===== src/rtl/uart_line_receiver_pkg.sv =====
// Shared definitions for the UART line receiver: FSM encoding, LCR field
// positions and the oversampling ratio.
package uart_line_receiver_pkg;

    localparam int unsigned Oversample = 16;

    // LCR bit positions
    localparam int unsigned LcrWlsLsb   = 0;
    localparam int unsigned LcrStbBit   = 2;
    localparam int unsigned LcrPenBit   = 3;
    localparam int unsigned LcrEpsBit   = 4;
    localparam int unsigned LcrStickBit = 5;

    typedef enum logic [2:0] {
        StIdle   = 3'd0,
        StStart  = 3'd1,
        StData   = 3'd2,
        StParity = 3'd3,
        StStop1  = 3'd4,
        StStop2  = 3'd5
    } rx_state_e;

    // Index of the last data bit for a word-length select (5..8 bits -> 4..7)
    function automatic logic [2:0] last_data_idx(input logic [1:0] wls);
        return {1'b0, wls} + 3'd4;
    endfunction

endpackage


===== src/rtl/uart_baud_tick.sv =====
// Oversampling tick generator: one-cycle tick every `divisor` clocks
// (divisor 0 behaves as 1).
module uart_baud_tick (
    input  logic        clk,
    input  logic        rst_n,
    input  logic [15:0] divisor,
    output logic        tick
);

    logic [15:0] cnt_q;
    logic [15:0] reload;

    assign reload = (divisor == 16'd0) ? 16'd0 : divisor - 16'd1;
    assign tick   = (cnt_q == 16'd0);

    // Down-counter reloaded on every tick
    always_ff @(posedge clk or negedge rst_n) begin
        if (!rst_n) begin
            cnt_q <= '0;
        end else if (tick) begin
            cnt_q <= reload;
        end else begin
            cnt_q <= cnt_q - 16'd1;
        end
    end

endmodule


===== src/rtl/uart_line_receiver.sv =====
// UART receive path: 16x oversampled framing FSM feeding a one-entry
// holding register with ready/valid handshake and per-character status.
module uart_line_receiver
    import uart_line_receiver_pkg::*;
(
    input  logic        clk,
    input  logic        rst_n,
    input  logic        rx,
    input  logic [15:0] divisor,
    input  logic [1:0]  char_len,
    input  logic        stop2,
    input  logic        par_en,
    input  logic        par_even,
    input  logic        par_stick,
    output logic [7:0]  rx_data,
    output logic        rx_valid,
    input  logic        rx_ready,
    output logic        parity_err,
    output logic        framing_err,
    output logic        break_det,
    output logic        overrun
);

    localparam logic [3:0] MidCnt  = 4'(Oversample / 2 - 1);
    localparam logic [3:0] LastCnt = 4'(Oversample - 1);

    logic [5:0] lcr;
    logic [2:0] last_idx;
    logic       stop2_cfg, par_en_cfg, par_even_cfg, par_stick_cfg;

    logic       tick;
    logic [1:0] sync_q;
    logic       rx_prev_q;
    logic       rx_s;
    logic       fall;

    rx_state_e  state_q;
    logic [3:0] cnt_q;
    logic [2:0] bit_idx_q;
    logic [7:0] shift_q;
    logic       par_acc_q;
    logic       all_zero_q;
    logic       par_err_q;
    logic       frm_err_q;
    logic       brk_q;
    logic       wait_high_q;
    logic       done_q;
    logic       par_exp;
    logic       accept;

    assign lcr           = {par_stick, par_even, par_en, stop2, char_len};
    assign last_idx      = last_data_idx(lcr[LcrWlsLsb +: 2]);
    assign stop2_cfg     = lcr[LcrStbBit];
    assign par_en_cfg    = lcr[LcrPenBit];
    assign par_even_cfg  = lcr[LcrEpsBit];
    assign par_stick_cfg = lcr[LcrStickBit];

    assign rx_s    = sync_q[1];
    assign fall    = rx_prev_q & ~rx_s;
    assign par_exp = par_stick_cfg ? ~par_even_cfg : (par_acc_q ^ ~par_even_cfg);
    assign accept  = rx_valid & rx_ready;

    uart_baud_tick u_baud_tick (
        .clk     (clk),
        .rst_n   (rst_n),
        .divisor (divisor),
        .tick    (tick)
    );

    // Two-flop synchroniser plus a delayed copy for falling-edge detection
    always_ff @(posedge clk or negedge rst_n) begin
        if (!rst_n) begin
            sync_q    <= 2'b11;
            rx_prev_q <= 1'b1;
        end else begin
            sync_q    <= {sync_q[0], rx};
            rx_prev_q <= sync_q[1];
        end
    end

    // Framing FSM: start validation, mid-bit sampling, parity/stop/break checks
    always_ff @(posedge clk or negedge rst_n) begin
        if (!rst_n) begin
            state_q     <= StIdle;
            cnt_q       <= '0;
            bit_idx_q   <= '0;
            shift_q     <= '0;
            par_acc_q   <= 1'b0;
            all_zero_q  <= 1'b0;
            par_err_q   <= 1'b0;
            frm_err_q   <= 1'b0;
            brk_q       <= 1'b0;
            wait_high_q <= 1'b0;
            done_q      <= 1'b0;
        end else begin
            done_q <= 1'b0;
            unique case (state_q)
                StIdle: begin
                    // After a break the line must return high before a new start counts
                    if (wait_high_q) begin
                        if (rx_s) wait_high_q <= 1'b0;
                    end else if (fall) begin
                        cnt_q   <= '0;
                        state_q <= StStart;
                    end
                end
                StStart: begin
                    if (tick) begin
                        if (cnt_q == MidCnt) begin
                            cnt_q <= '0;
                            if (rx_s) begin
                                state_q <= StIdle;
                            end else begin
                                state_q    <= StData;
                                bit_idx_q  <= '0;
                                shift_q    <= '0;
                                par_acc_q  <= 1'b0;
                                all_zero_q <= 1'b1;
                                par_err_q  <= 1'b0;
                                frm_err_q  <= 1'b0;
                                brk_q      <= 1'b0;
                            end
                        end else begin
                            cnt_q <= cnt_q + 4'd1;
                        end
                    end
                end
                StData: begin
                    if (tick) begin
                        cnt_q <= cnt_q + 4'd1;
                        if (cnt_q == LastCnt) begin
                            shift_q[bit_idx_q] <= rx_s;
                            par_acc_q          <= par_acc_q ^ rx_s;
                            all_zero_q         <= all_zero_q & ~rx_s;
                            bit_idx_q          <= bit_idx_q + 3'd1;
                            if (bit_idx_q == last_idx) begin
                                state_q <= par_en_cfg ? StParity : StStop1;
                            end
                        end
                    end
                end
                StParity: begin
                    if (tick) begin
                        cnt_q <= cnt_q + 4'd1;
                        if (cnt_q == LastCnt) begin
                            par_err_q  <= rx_s ^ par_exp;
                            all_zero_q <= all_zero_q & ~rx_s;
                            state_q    <= StStop1;
                        end
                    end
                end
                StStop1: begin
                    if (tick) begin
                        cnt_q <= cnt_q + 4'd1;
                        if (cnt_q == LastCnt) begin
                            frm_err_q <= ~rx_s;
                            brk_q     <= all_zero_q & ~rx_s;
                            if (stop2_cfg) begin
                                state_q <= StStop2;
                            end else begin
                                state_q     <= StIdle;
                                done_q      <= 1'b1;
                                wait_high_q <= all_zero_q & ~rx_s;
                            end
                        end
                    end
                end
                StStop2: begin
                    // Second stop bit is sampled but never flags a framing error
                    if (tick) begin
                        cnt_q <= cnt_q + 4'd1;
                        if (cnt_q == LastCnt) begin
                            state_q     <= StIdle;
                            done_q      <= 1'b1;
                            wait_high_q <= brk_q;
                        end
                    end
                end
                default: begin
                    state_q <= StIdle;
                end
            endcase
        end
    end

    // Holding register: load on completion, drop with overrun when still full
    always_ff @(posedge clk or negedge rst_n) begin
        if (!rst_n) begin
            rx_data     <= '0;
            rx_valid    <= 1'b0;
            parity_err  <= 1'b0;
            framing_err <= 1'b0;
            break_det   <= 1'b0;
            overrun     <= 1'b0;
        end else if (done_q && (!rx_valid || accept)) begin
            rx_data     <= shift_q;
            rx_valid    <= 1'b1;
            parity_err  <= par_err_q;
            framing_err <= frm_err_q;
            break_det   <= brk_q;
            overrun     <= 1'b0;
        end else if (done_q) begin
            overrun <= 1'b1;
        end else if (accept) begin
            rx_valid    <= 1'b0;
            parity_err  <= 1'b0;
            framing_err <= 1'b0;
            break_det   <= 1'b0;
            overrun     <= 1'b0;
        end
    end

endmodule

===== config.mk =====
export PLATFORM = sky130hd
export DESIGN_NAME = uart_line_receiver
export DESIGN_NICKNAME = d
export VERILOG_FILES = /design/src/rtl/uart_line_receiver_pkg.sv /design/src/rtl/uart_baud_tick.sv /design/src/rtl/uart_line_receiver.sv
export SDC_FILE = /design/constraint.sdc
export NUM_CORES = 1
export LEC_CHECK = 0
export BUFFER_PORTS_ARGS = -buffer_cell sky130_fd_sc_hd__buf_2
export CAP_MARGIN = 10
export CORE_ASPECT_RATIO = 0.8
export CORE_MARGIN = 1.5
export CORE_UTILIZATION = 55
export CTS_BUF_LIST = sky130_fd_sc_hd__clkbuf_4 sky130_fd_sc_hd__clkbuf_8
export DETAILED_ROUTE_END_ITERATION = 8
export PLACE_DENSITY = 0.88
export SLEW_MARGIN = 30
export SYNTH_ARGS = -nofsm -noshare
export SYNTH_HDL_FRONTEND = slang
export SYNTH_SLANG_ARGS = --single-unit

===== constraint.sdc =====
create_clock -name clk -period 2.4 [get_ports clk]
set_input_delay 0.12 -clock clk [delete_from_list [all_inputs] [get_ports clk]]
set_output_delay 0.12 -clock clk [all_outputs]
set_load 0.02 [all_outputs]

==> impl_table.tex, run 1 <==
\begin{tabular}{lr}
\hline
Metric & Value \\
\hline
\multicolumn{2}{l}{\textbf{Clock tree}} \\
Clock sink count & 57 \\
Cts bufs inserted & 9 \\
CTS tree & yes \\
Clock-pin slew reported for the worst setup and hold paths after clock tree synthesis & 0.07 ns \\
H-Tree Depth & 3 \\
Clk\_lat worst skew & 0.34 ns \\
Clock Path Buffers & 2 \\
Root buffer selected by CTS & clkbuf\_8 \\
Post-CTS setup repair buffer count & 0 \\
\multicolumn{2}{l}{\textbf{Final layout}} \\
Design area & 0.00390 mm\^{}2 \\
Number of nets in the finished design & 425 \\
Share of the core filled with cells in the final layout & 65.9\% \\
Multi-input logic area & 0.00179 mm\^{}2 \\
Commonest cells after routing, fill and taps aside & 54 x dfrtp\_1, 38 x buf\_2, 27 x nor2\_1, 23 x nand2\_1, 20 x o21ai\_0 \\
Most frequent standard cell in the layout excluding fill and tap cells & dfrtp\_1 \\
Antenna diodes & 0 \\
Flip-flop and latch area & 0.00143 mm\^{}2 \\
Fillers & 457 \\
Fraction of layout instances using a drive strength above 1 & 24.7\% \\
Synth-to-layout area growth & 15.9\% \\
\multicolumn{2}{l}{\textbf{Drt}} \\
Wire length after detailed routing & 7.55 mm \\
Final routed DRC violation total & 0 \\
Count of antenna-violating nets left after detailed routing & 0 \\
Detailed-router iteration count before antenna repair & 5 \\
Via total after detailed routing & 2884 \\
Routed via count divided by cell count & 6.03 \\
Detailed-route wire length per cell & 15.8 um \\
Number of violations reported at the end of detailed-routing iteration 0 & 192 \\
\multicolumn{2}{l}{\textbf{Synth}} \\
Ys flop type & dfrtp\_1 \\
Synth Area per Inst & 9.74 um\^{}2 \\
Synthesized area & 0.00336 mm\^{}2 \\
Cell types with the largest area share after synthesis & dfrtp\_1 40\%, xnor2\_1 4.4\%, mux2\_2 3.7\% \\
Library cells used by synthesis & 56 \\
Synth async-reset ratio & 100\% \\
Sequential-to-total area share from yosys stat & 42.5\% \\
Post-synth net total & 378 \\
Syn. warnings & 0 \\
Post-synth EDFFs & 0 \\
Instance count of the mapped netlist & 345 \\
Number of register bits inferred by synthesis & 57 \\
Area fraction of the dominant cell type after synthesis & 40.2\% \\
Cell accounting for the most synthesized area & dfrtp\_1 \\
\multicolumn{2}{l}{\textbf{Job}} \\
Number of max-cap violations & 0 \\
\multicolumn{2}{l}{\textbf{Setup path}} \\
Launching point of the worst reg2reg path & u\_baud\_tick.cnt\_q[9] \\
Depth of the most critical reg-to-reg path & 5 \\
R2R setup slack & 0.19 ns \\
Required time of the critical path & 2.61 ns \\
Critical path peak fanout & 12 \\
Setup crit end kind & register \\
Arrival time of the worst setup path & 2.43 ns \\
End of the worst register-to-register path & par\_err\_q \\
Worst Setup SP & divisor[0] \\
Crit path launch type & primary input \\
Critical setup path kind & in -> reg \\
\multicolumn{2}{l}{\textbf{Placed design}} \\
Minimum setup slack after placement & 0.257 ns \\
Area after DPL & 0.00365 mm\^{}2 \\
Count of input and output buffers & 38 \\
Post-DP HPWL & 5.61 mm \\
Final RePlAce weighted congestion & 0.916 \\
\multicolumn{2}{l}{\textbf{Hold path}} \\
Worst hold path stage count & 3 \\
Type of the tightest min-delay check & in -> reg \\
Min-Delay Startpoint & rx\_ready \\
Worst Hold Path EP & parity\_err \\
\multicolumn{2}{l}{\textbf{Die}} \\
Floorplan die height & 72.9 um \\
Area enclosed by the die boundary & 0.00659 mm\^{}2 \\
Standard-cell rows & 25 \\
Core outline area & 0.00591 mm\^{}2 \\
Initial cell density of the core & 56.9\% \\
Die W & 90.4 um \\
Top-Level Pins & 39 \\
\multicolumn{2}{l}{\textbf{Timing}} \\
Count of pins over their slew limit & 0 \\
Tightest slew margin relative to the limit & 55.1\% \\
Highest Clock Rate & 0.449 GHz \\
Worst clock skew & 0.0128 ns \\
Post-layout minimum cycle time & 2.23 ns \\
Setup violations, final & 0 \\
Fin crit share & 92.8\% \\
Post-layout worst setup margin & 0.173 ns \\
Number of hold violations in the final report & 0 \\
Transition time at the pin with the least slew margin & 0.674 ns \\
Min Hold Slack & 0.0900 ns \\
\multicolumn{2}{l}{\textbf{Global route}} \\
Global-route congestion overflow total & 0 \\
Vias in the first global route & 2866 \\
Pin count of the biggest net entering global routing & 30 \\
Antenna violations before repair & 0 \\
Wire length of the first global-routing pass & 13.5 mm \\
GR Util All Layers & 26.3\% \\
\multicolumn{2}{l}{\textbf{Run status}} \\
Outcome & completed \\
\multicolumn{2}{l}{\textbf{Pwr}} \\
IR Drop Worst-Case VDD & 0.000570 V \\
Total power density per cell area & 692 mW/mm\^{}2 \\
Static Leakage & 0.00166 uW \\
\hline
\end{tabular}
-- layout make-up --
class | instances | area share (%)
Sequential cell | 57 | 36.7
Multi-Input combinational cell | 259 | 46.0
Tap cell | 81 | 2.60
Timing Repair Buffer | 52 | 8.15
Inverter | 13 | 1.25
Clock buffer | 10 | 3.53
Clock inverter | 6 | 1.73
-- worst max-delay path by stage --
stage               slack (ns)               endpoint
global placement          0.33              par_err_q
CTS                       0.09  u_baud_tick.cnt_q[14]
floorplan                 0.38              frm_err_q
global route             -0.01              par_err_q
finish                    0.17  u_baud_tick.cnt_q[15]
detailed placement        0.26              par_err_q
-- synth_stat cells (3+ instances only) --
master / n
clkbuf_1: 7
o21ai_1: 9
inv_1: 13
nor2b_1: 7
mux2_2: 11
nand2b_1: 8
buf_4: 3
mux2i_1: 6
nor3_1: 8
buf_2: 4
o21ai_0: 20
or3b_2: 3
dfrtp_1: 54
a31oi_1: 8
xor2_1: 10
dfstp_2: 3
nor2_1: 27
ha_1: 7
o22ai_1: 11
nor4_1: 8
o31ai_1: 9
nand2_1: 24
xnor2_1: 17
a21oi_1: 10
and3_1: 3
nand3_1: 9
nand4_1: 6
-- through the flow --
stage | TNS [ns] | instances | total power, uW
6_report | 0 | 478 | 2700
5_1_grt | -0.0114 | 478 | 2870
4_1_cts | 0 | 478 | 2710
3_5_place_dp | 0 | 458 | 1780
3_3_place_gp | 0 | 458 | 1740
2_1_floorplan | 0 | 345 | 1570
-- worst max-delay path, stage by stage --
cell           delay, ns
dlygate4sd3_1       0.53
buf_2               0.14
inv_1               0.05
ha_1                0.18
or3b_2              0.56
nor3_4              0.25
nand3_1             0.21
nand2_2             0.26
o21ai_0             0.13
-- layer usage --
| metal | share of wire (%) | vias to the layer above | wire length, um | track usage [%] |
|---|---|---|---|---|
| li1 | - | 1354 | - | - |
| met1 | 45 | 1423 | 3390 | 34.3 |
| met2 | 48 | 100 | 3610 | 42.8 |
| met3 | 6.2 | 7 | 465 | 7.40 |
| met4 | 1.1 | 0 | 86 | 8.99 |
| met5 | 0 | - | 0 | 0 |
-- report_power, final --
group | internal, uW | total, uW | switching, uW | leakage [uW]
Clock | 508 | 920 | 412 | 0.0000985
Sequential | 1030 | 1140 | 116 | 0.000709
Combinational | 281 | 631 | 350 | 0.000855
-- cell families (layout without fill, tap and decap cells) --
logic type	after synthesis	after routing	synth area share, %
adder cells (fa/ha/maj)	7	7	2.61
XOR/XNOR	27	27	7.03
AO/OA/AOI/OAI	82	82	15.9
multiplexers	17	17	5.47
buffers and inverters	29	81	4.17
AND/OR/NAND/NOR	126	126	22.3
flip-flops	57	57	42.5
-- state kept, by name (all words and copies together), names as in the netlist, 2 cells and up --
| name | flops |
|---|---|
| bit_idx_q | 3 |
| cnt_q | 4 |
| u_baud_tick.cnt_q | 16 |
| rx_data | 8 |
| sync_q | 2 |
| shift_q | 8 |
| state_q | 3 |
-- repair_timing --
action                                  in CTS  in global routing
endpoints found under the hold margin       28                  0
hold buffers                                 4                  0
endpoints found under the setup margin       0                 11
resized for setup                            0                  1
Power figures use the tool's default switching activity.
==> inputs of run 2 (changes only) <==
==> constraint.sdc (replaced) <==
create_clock -name clk -period 2.4 [get_ports clk]
set_input_delay 0.6 -clock clk [delete_from_list [all_inputs] [get_ports clk]]
set_output_delay 0.6 -clock clk [all_outputs]
set_load 0.02 [all_outputs]
==> run 2 against run 1 <==
Net effect:
- clock power increased by 9.8%
- wire length up 5.0%
- critical endpoint is now par_err_q
- sequential power about the same
- highest routed layer unchanged
- largest power group unchanged
- sequential share of layout area increased by 0.11 points
- largest cell class unchanged
- critical path type is now reg -> reg
==> impl_table.tex, run 2 (synthesis gave the netlist of run 1 again) <==
\begin{tabular}{lr}
\hline
Metric & Value \\
\hline
\multicolumn{2}{l}{\textbf{Die}} \\
Top-Level Pins & 39 (unchanged) \\
Area enclosed by the die boundary & 0.00659 mm\^{}2 (unchanged) \\
Die W & 90.4 um (unchanged) \\
Floorplan die height & 72.9 um (unchanged) \\
Standard-cell rows & 25 (unchanged) \\
Core outline area & 0.00591 mm\^{}2 (unchanged) \\
Initial cell density of the core & 56.9\% (unchanged) \\
\multicolumn{2}{l}{\textbf{Final layout}} \\
Synth-to-layout area growth & 15.6\% (was 15.9\%) \\
Leading registers by flop count & u\_baud\_tick.cnt\_q (16), rx\_data (8), shift\_q (8) (unchanged) \\
Fraction of layout instances using a drive strength above 1 & 25.5\% (was 24.7\%) \\
Commonest cells after routing, fill and taps aside & 54 x dfrtp\_1, 38 x buf\_2, 27 x nor2\_1, 23 x nand2\_1, 20 x o21ai\_0 (unchanged) \\
Most frequent standard cell in the layout excluding fill and tap cells & dfrtp\_1 (unchanged) \\
Max reg flops & 16 (unchanged) \\
Fillers & 464 (was 457) \\
Number of nets in the finished design & 424 (was 425) \\
Antenna diodes & 0 (unchanged) \\
Reg with most FFs & u\_baud\_tick.cnt\_q (unchanged) \\
Number of cells in the finished layout apart from fillers & 477 (was 478) \\
\multicolumn{2}{l}{\textbf{Setup path}} \\
Cells traversed along the worst timing path & inv\_1 > ha\_1 > nor3b\_2 > nand4b\_2 > nor4\_1 > nand2b\_1 > nand4\_1 (was dlygate4sd3\_1 > buf\_2 > inv\_1 > ha\_1 > or3b\_2 > nor3\_4 > nand3\_1 > nand2\_2 > o21ai\_0) \\
Slowest stage delay, CP & 0.56 ns (about the same) \\
Required time of the critical path & 2.62 ns (was 2.61 ns) \\
Depth of the most critical reg-to-reg path & 7 (was 5) \\
End of the worst register-to-register path & par\_err\_q (unchanged) \\
Worst Setup EP & par\_err\_q (was u\_baud\_tick.cnt\_q[15]) \\
Critical path peak fanout & 6 (was 12) \\
Launching point of the worst reg2reg path & u\_baud\_tick.cnt\_q[0] (was u\_baud\_tick.cnt\_q[9]) \\
Crit path launch type & register (was primary input) \\
Worst Setup SP & u\_baud\_tick.cnt\_q[0] (was divisor[0]) \\
Critical setup path kind & reg -> reg (was in -> reg) \\
Arrival time of the worst setup path & 2.44 ns (was 2.43 ns) \\
Setup crit end kind & register (unchanged) \\
R2R setup slack & 0.18 ns (was 0.19 ns) \\
Cell with the biggest individual delay on the critical path & nor4\_1 (was or3b\_2) \\
\multicolumn{2}{l}{\textbf{Pwr}} \\
Switch Pwr & 880 uW (was 878 uW) \\
Total power density per cell area & 722 mW/mm\^{}2 (was 692 mW/mm\^{}2) \\
IR Drop Worst-Case VDD & 0.000336 V (was 0.000570 V) \\
Comb power frac & 22.8\% (was 23.4\%) \\
Clk network pwr share & 36.1\% (was 34.1\%) \\
Static Leakage & 0.00167 uW (was 0.00166 uW) \\
Sequential fraction of design power & 41.0\% (was 42.4\%) \\
Internal Power & 1930 uW (was 1820 uW) \\
Switching fraction of total power & 31.3\% (was 32.6\%) \\
\multicolumn{2}{l}{\textbf{Clock tree}} \\
Root buffer selected by CTS & clkbuf\_8 (unchanged) \\
Clock sink count & 57 (unchanged) \\
Post-CTS setup repair buffer count & 0 (unchanged) \\
Clock-pin slew reported for the worst setup and hold paths after clock tree synthesis & 0.07 ns (about the same) \\
Hold-fix buffer count after cts & 0 (was 4) \\
Clk\_lat worst skew & 0.35 ns (was 0.34 ns) \\
CTS tree & yes (unchanged) \\
Cts bufs inserted & 9 (unchanged) \\
Clock Path Buffers & 2 (unchanged) \\
H-Tree Depth & 3 (unchanged) \\
\multicolumn{2}{l}{\textbf{Drt}} \\
Final routed DRC violation total & 0 (unchanged) \\
Detailed-router iteration count before antenna repair & 5 (unchanged) \\
Detailed-route wire length per cell & 16.6 um (was 15.8 um) \\
Number of violations reported at the end of detailed-routing iteration 0 & 183 (was 192) \\
Wire length after detailed routing & 7.93 mm (was 7.55 mm) \\
Count of antenna-violating nets left after detailed routing & 0 (unchanged) \\
Routed via count divided by cell count & 6.10 (was 6.03) \\
Via total after detailed routing & 2912 (was 2884) \\
\multicolumn{2}{l}{\textbf{Placed design}} \\
Post-DP HPWL & 5.63 mm (was 5.61 mm) \\
Count of input and output buffers & 38 (unchanged) \\
Final RePlAce weighted congestion & 0.877 (was 0.916) \\
Instance count after placement with tap cells included & 461 (was 458) \\
Minimum setup slack after placement & -0.0411 ns (was 0.257 ns) \\
\multicolumn{2}{l}{\textbf{Global route}} \\
Global-route congestion overflow total & 0 (unchanged) \\
Wire length of the first global-routing pass & 13.9 mm (was 13.5 mm) \\
GR Util All Layers & 26.9\% (was 26.3\%) \\
Antenna violations before repair & 0 (unchanged) \\
Pin count of the biggest net entering global routing & 29 (was 30) \\
Vias in the first global route & 2934 (was 2866) \\
\multicolumn{2}{l}{\textbf{Timing}} \\
Highest Clock Rate & 0.451 GHz (was 0.449 GHz) \\
Number of hold violations in the final report & 0 (unchanged) \\
Setup repair after global routing missed its margin & false \\
Fin crit share & 92.5\% (was 92.8\%) \\
Count of pins over their slew limit & 0 (unchanged) \\
Worst clock skew & 0.00684 ns (was 0.0128 ns) \\
Setup violations, final & 0 (unchanged) \\
Post-layout minimum cycle time & 2.22 ns (was 2.23 ns) \\
Tightest slew margin relative to the limit & 57.1\% (was 55.1\%) \\
Post-layout worst setup margin & 0.181 ns (was 0.173 ns) \\
Transition time at the pin with the least slew margin & 0.644 ns (was 0.674 ns) \\
\multicolumn{2}{l}{\textbf{Run status}} \\
Outcome & completed (unchanged) \\
\multicolumn{2}{l}{\textbf{Job}} \\
Number of max-cap violations & 0 (unchanged) \\
\multicolumn{2}{l}{\textbf{Hold path}} \\
Type of the tightest min-delay check & in -> async (was in -> reg) \\
\hline
\end{tabular}
==> run 2: cell types whose count changed in the layout (fill, tap and decap cells not counted), sizes merged <==
| cell | previous run | this run |
|---|---|---|
| clkinvlp | 2 | 0 |
| clkbuf | 10 | 11 |
| bufinv | 1 | 2 |
| buf | 48 | 51 |
| dlygate4sd3 | 4 | 0 |
==> run 2: repair_timing <==
action / CTS / global route
resized for setup: 0 / 1
hold endpoints to repair: 0 / 0
endpoints found under the setup margin: 0 / 3
==> run 2: through the flow <==
step           area (um^2)  setup TNS [ns]  util, %  power (uW)  hold WS, ns
2_1_floorplan         3360               0        -        1570        0.304
3_3_place_gp          3660               0     61.9        1750        0.346
3_5_place_dp          3660          -0.196     61.9        1780        0.347
4_1_cts               3880               0     65.7        2810        0.285
5_1_grt               3890               0     65.7        2950        0.317
6_report              3890               0     65.7        2810        0.273
==> run 2: routing by layer <==
layer | wire (um) | track usage, % | share of wire [%]
met1 | 3370 | 33.1 | 42
met2 | 3880 | 44.9 | 49
met3 | 510 | 8.85 | 6.4
met4 | 176 | 9.70 | 2.2
met5 | 0 | 0 | 0
==> run 2: power by group through the flow <==
stage	combinational [uW]	clock [uW]	sequential, uW
2_1_floorplan	457	0	1120
3_3_place_gp	591	0	1150
3_5_place_dp	618	0	1160
4_1_cts	631	1030	1150
5_1_grt	708	1070	1160
6_report	641	1010	1150
==> run 2: critical path, delay by kind of cell (launching register included) <==
kind / cells / cell delay [ns]
flops: 1 / 0.42
fa+ha+maj: 1 / 0.19
buf+inv: 1 / 0.07
simple gates: 5 / 1.40
==> run 2: worst min path at each step <==
stage,start,to,slack [ns]
after CTS,rst_n,bit_idx_q[2],0.28
after detailed placement,sync_q[0],sync_q[1],0.35
final,rst_n,rx_data[3],0.27
after global placement,sync_q[0],sync_q[1],0.35
after floorplan,rst_n,all_zero_q,0.30
after global routing,rst_n,bit_idx_q[2],0.32
==> run 2: layout make-up <==
class	count	area, um^2	share of cell area (%)
Clock buffer	11	145	3.73
Clock inverter	5	78.8	2.03
Inverter	13	48.8	1.26
Multi-Input combinational cell	259	1790	46.2
Sequential cell	57	1430	36.8
Tap cell	81	101	2.61
Timing Repair Buffer	51	288	7.41
==> inputs of run 3 (changes only) <==
- BUFFER_PORTS_ARGS: -buffer_cell sky130_fd_sc_hd__buf_2 -> -buffer_cell sky130_fd_sc_hd__clkbuf_2
- CORE_UTILIZATION: 55 -> 61
==> run 3 against run 2 <==
Net effect:
- sequential cell count did not move
- cell count fell by 4.2%
- hold slack got worse by 0.029 ns
- worst setup slack got worse by 0.054 ns
- via count fell by 1.7%
- clock power fell by 10%
- global-route usage rose by 1.0 points
- combinational power barely moved
- wire length fell by 2.9%
- clock skew rose by 0.0029 ns
- highest routed layer unchanged
==> impl_table.tex, run 3 (synthesis gave the netlist of run 1 again) <==
\begin{tabular}{lr}
\hline
Metric & Value \\
\hline
\multicolumn{2}{l}{\textbf{Final layout}} \\
Commonest cells after routing, fill and taps aside & 54 x dfrtp\_1, 38 x clkbuf\_2, 27 x nor2\_1, 23 x nand2\_1, 20 x o21ai\_0 (was 54 x dfrtp\_1, 38 x buf\_2, 27 x nor2\_1, 23 x nand2\_1, 20 x o21ai\_0) \\
Multi-input logic area & 0.00180 mm\^{}2 (was 0.00179 mm\^{}2) \\
Share of the core filled with cells in the final layout & 74.6\% (was 65.7\%) \\
Leading registers by flop count & u\_baud\_tick.cnt\_q (16), rx\_data (8), shift\_q (8) (unchanged) \\
Antenna diodes & 0 (unchanged) \\
Reg with most FFs & u\_baud\_tick.cnt\_q (unchanged) \\
Most frequent standard cell in the layout excluding fill and tap cells & dfrtp\_1 (unchanged) \\
Design area & 0.00384 mm\^{}2 (was 0.00389 mm\^{}2) \\
Number of nets in the finished design & 423 (was 424) \\
Synth-to-layout area growth & 14.3\% (was 15.6\%) \\
Fraction of layout instances using a drive strength above 1 & 25.3\% (was 25.5\%) \\
Fillers & 346 (was 464) \\
Max reg flops & 16 (unchanged) \\
Flip-flop and latch area & 0.00143 mm\^{}2 (unchanged) \\
\multicolumn{2}{l}{\textbf{Clock tree}} \\
Root buffer selected by CTS & clkbuf\_8 (unchanged) \\
Clock Path Buffers & 2 (unchanged) \\
Clk\_lat worst skew & 0.34 ns (was 0.35 ns) \\
Clock-pin slew reported for the worst setup and hold paths after clock tree synthesis & 0.07 ns (about the same) \\
Cts bufs inserted & 9 (unchanged) \\
Post-CTS setup repair buffer count & 0 (unchanged) \\
Clock sink count & 57 (unchanged) \\
H-Tree Depth & 3 (unchanged) \\
Total of cells resized after clock tree synthesis & 0 (unchanged) \\
Hold-fix buffer count after cts & 0 (unchanged) \\
CTS tree & yes (unchanged) \\
\multicolumn{2}{l}{\textbf{Global route}} \\
Wire length of the first global-routing pass & 13.1 mm (was 13.9 mm) \\
Pin count of the biggest net entering global routing & 23 (was 29) \\
M3 GR Usage & 9.64\% (was 8.85\%) \\
Global-route congestion overflow total & 0 (unchanged) \\
Met1 capacity usage during global routing & 38.1\% (was 33.1\%) \\
Antenna violations before repair & 0 (unchanged) \\
Layer carrying the most global-route usage & met2 (unchanged) \\
GR Util All Layers & 27.9\% (was 26.9\%) \\
Vias in the first global route & 2835 (was 2934) \\
Met2 track utilization from global routing & 42.8\% (was 44.9\%) \\
\multicolumn{2}{l}{\textbf{Setup path}} \\
Depth of the most critical reg-to-reg path & 7 (unchanged) \\
Crit path buffers/inverters & 1 (unchanged) \\
Crit path launch type & register (unchanged) \\
Cells traversed along the worst timing path & inv\_1 > ha\_1 > nor3b\_4 > nand4b\_2 > nor3\_2 > nand2\_1 > o31ai\_1 (was inv\_1 > ha\_1 > nor3b\_2 > nand4b\_2 > nor4\_1 > nand2b\_1 > nand4\_1) \\
Slowest stage delay, CP & 0.42 ns (was 0.56 ns) \\
Critical path peak fanout & 6 (unchanged) \\
Cell with the biggest individual delay on the critical path & dfrtp\_1 (was nor4\_1) \\
R2R setup slack & 0.13 ns (was 0.18 ns) \\
Setup crit end kind & register (unchanged) \\
Required time of the critical path & 2.63 ns (was 2.62 ns) \\
Launching point of the worst reg2reg path & u\_baud\_tick.cnt\_q[0] (unchanged) \\
Kind of cell with the highest combined delay on the critical path & simple AND/OR/NAND/NOR gates (unchanged) \\
Arrival time of the worst setup path & 2.51 ns (was 2.44 ns) \\
Critical setup path kind & reg -> reg (unchanged) \\
End of the worst register-to-register path & wait\_high\_q (was par\_err\_q) \\
\multicolumn{2}{l}{\textbf{Placed design}} \\
Post-DP HPWL & 5.63 mm (about the same) \\
Area after DPL & 0.00363 mm\^{}2 (was 0.00366 mm\^{}2) \\
Final RePlAce weighted congestion & 0.924 (was 0.877) \\
Count of input and output buffers & 38 (unchanged) \\
\multicolumn{2}{l}{\textbf{Timing}} \\
Highest Clock Rate & 0.440 GHz (was 0.451 GHz) \\
Worst clock skew & 0.00974 ns (was 0.00684 ns) \\
Count of pins over their slew limit & 0 (unchanged) \\
Tightest slew margin relative to the limit & 60.8\% (was 57.1\%) \\
Setup tns final & 0 ns (unchanged) \\
Setup violations, final & 0 (unchanged) \\
Number of hold violations in the final report & 0 (unchanged) \\
Post-layout minimum cycle time & 2.27 ns (was 2.22 ns) \\
Transition time at the pin with the least slew margin & 0.588 ns (was 0.644 ns) \\
Fin crit share & 94.7\% (was 92.5\%) \\
\multicolumn{2}{l}{\textbf{Drt}} \\
Detailed-route wire length per cell & 16.8 um (was 16.6 um) \\
Count of antenna-violating nets left after detailed routing & 0 (unchanged) \\
Detailed-router iteration count before antenna repair & 5 (unchanged) \\
Via total after detailed routing & 2863 (was 2912) \\
Final routed DRC violation total & 0 (unchanged) \\
Number of violations reported at the end of detailed-routing iteration 0 & 232 (was 183) \\
Wire length after detailed routing & 7.70 mm (was 7.93 mm) \\
Routed via count divided by cell count & 6.26 (was 6.10) \\
\multicolumn{2}{l}{\textbf{Pwr}} \\
Sequential fraction of design power & 42.2\% (was 41.0\%) \\
Switch Pwr & 872 uW (was 880 uW) \\
Comb power frac & 23.9\% (was 22.8\%) \\
Static Leakage & 0.00165 uW (was 0.00167 uW) \\
Internal Power & 1800 uW (was 1930 uW) \\
Switching fraction of total power & 32.6\% (was 31.3\%) \\
Total power density per cell area & 696 mW/mm\^{}2 (was 722 mW/mm\^{}2) \\
Clk network pwr share & 33.8\% (was 36.1\%) \\
IR Drop Worst-Case VDD & 0.000529 V (was 0.000336 V) \\
\multicolumn{2}{l}{\textbf{Die}} \\
Die W & 86 um (was 90.4 um) \\
Area enclosed by the die boundary & 0.00597 mm\^{}2 (was 0.00659 mm\^{}2) \\
Floorplan die height & 69.4 um (was 72.9 um) \\
Initial cell density of the core & 65.3\% (was 56.9\%) \\
Standard-cell rows & 23 (was 25) \\
Top-Level Pins & 39 (unchanged) \\
Core outline area & 0.00515 mm\^{}2 (was 0.00591 mm\^{}2) \\
\multicolumn{2}{l}{\textbf{Run status}} \\
Outcome & completed (unchanged) \\
\multicolumn{2}{l}{\textbf{Hold path}} \\
Type of the tightest min-delay check & in -> async (unchanged) \\
\multicolumn{2}{l}{\textbf{Job}} \\
Number of max-cap violations & 0 (unchanged) \\
\hline
\end{tabular}
[run 3: cell types whose count changed in the layout (fill, tap and decap cells not counted)]
| cell | delta |
|---|---|
| clkinvlp_4 | +2 |
| clkinv_2 | -1 |
| clkinv_4 | +1 |
| clkbuf_2 | +38 |
| buf_4 | -1 |
| clkbuf_4 | -1 |
| nor3b_4 | +1 |
| bufinv_16 | -1 |
| nor3b_2 | -1 |
| buf_2 | -38 |
[run 3: worst max-delay path by stage]
stage	start	endpoint	slack, ns	cells after the start
floorplan	divisor[0]	u_baud_tick.cnt_q[10]	0.21	9
global placement	divisor[0]	u_baud_tick.cnt_q[0]	0.05	8
detailed placement	divisor[0]	u_baud_tick.cnt_q[14]	-0.1	8
CTS	u_baud_tick.cnt_q[0]	u_baud_tick.cnt_q[14]	0.09	7
global route	u_baud_tick.cnt_q[0]	wait_high_q	-0.008	7
finish	u_baud_tick.cnt_q[0]	wait_high_q	0.13	7
[run 3: through the flow]
| step | cells | total power, uW | hold slack [ns] | setup slack, ns |
|---|---|---|---|---|
| 2_1_floorplan | 345 | 1570 | 0.304 | 0.210 |
| 3_3_place_gp | 441 | 1730 | 0.346 | 0.0507 |
| 3_5_place_dp | 441 | 1770 | 0.348 | -0.0996 |
| 4_1_cts | 457 | 2690 | 0.242 | 0.0879 |
| 5_1_grt | 457 | 2830 | 0.262 | -0.00846 |
| 6_report | 457 | 2670 | 0.244 | 0.127 |
[run 3: area by class of cell]
| class | count | area share [%] |
|---|---|---|
| repair buffers | 50 | 7.29 |
| multi-input cells | 259 | 46.9 |
| clock buffers | 10 | 3.58 |
| flip-flops and latches | 57 | 37.2 |
| well taps | 62 | 2.02 |
| inverters | 13 | 1.27 |
| clock inverters | 6 | 1.76 |
[run 3: worst register-to-register path, cell delays in order, from the launching register on]
cell and delay (ns):
dfrtp_1 0.42, inv_1 0.07, ha_1 0.19, nor3b_4 0.35
nand4b_2 0.31, nor3_2 0.42, nand2_1 0.12, o31ai_1 0.29
[run 3: routing by layer]
| metal | up-vias | share of wire, % |
|---|---|---|
| li1 | 1358 | - |
| met1 | 1368 | 43 |
| met2 | 129 | 48 |
| met3 | 8 | 7.7 |
| met4 | 0 | 0.83 |
| met5 | - | 0 |
[run 3: power groups by stage]
stage / Combinational, uW / Sequential [uW] / Clock, uW
finish: 639 / 1130 / 905
global route: 713 / 1140 / 972
CTS: 632 / 1130 / 928
detailed placement: 628 / 1140 / 0
global placement: 591 / 1140 / 0
floorplan: 457 / 1120 / 0
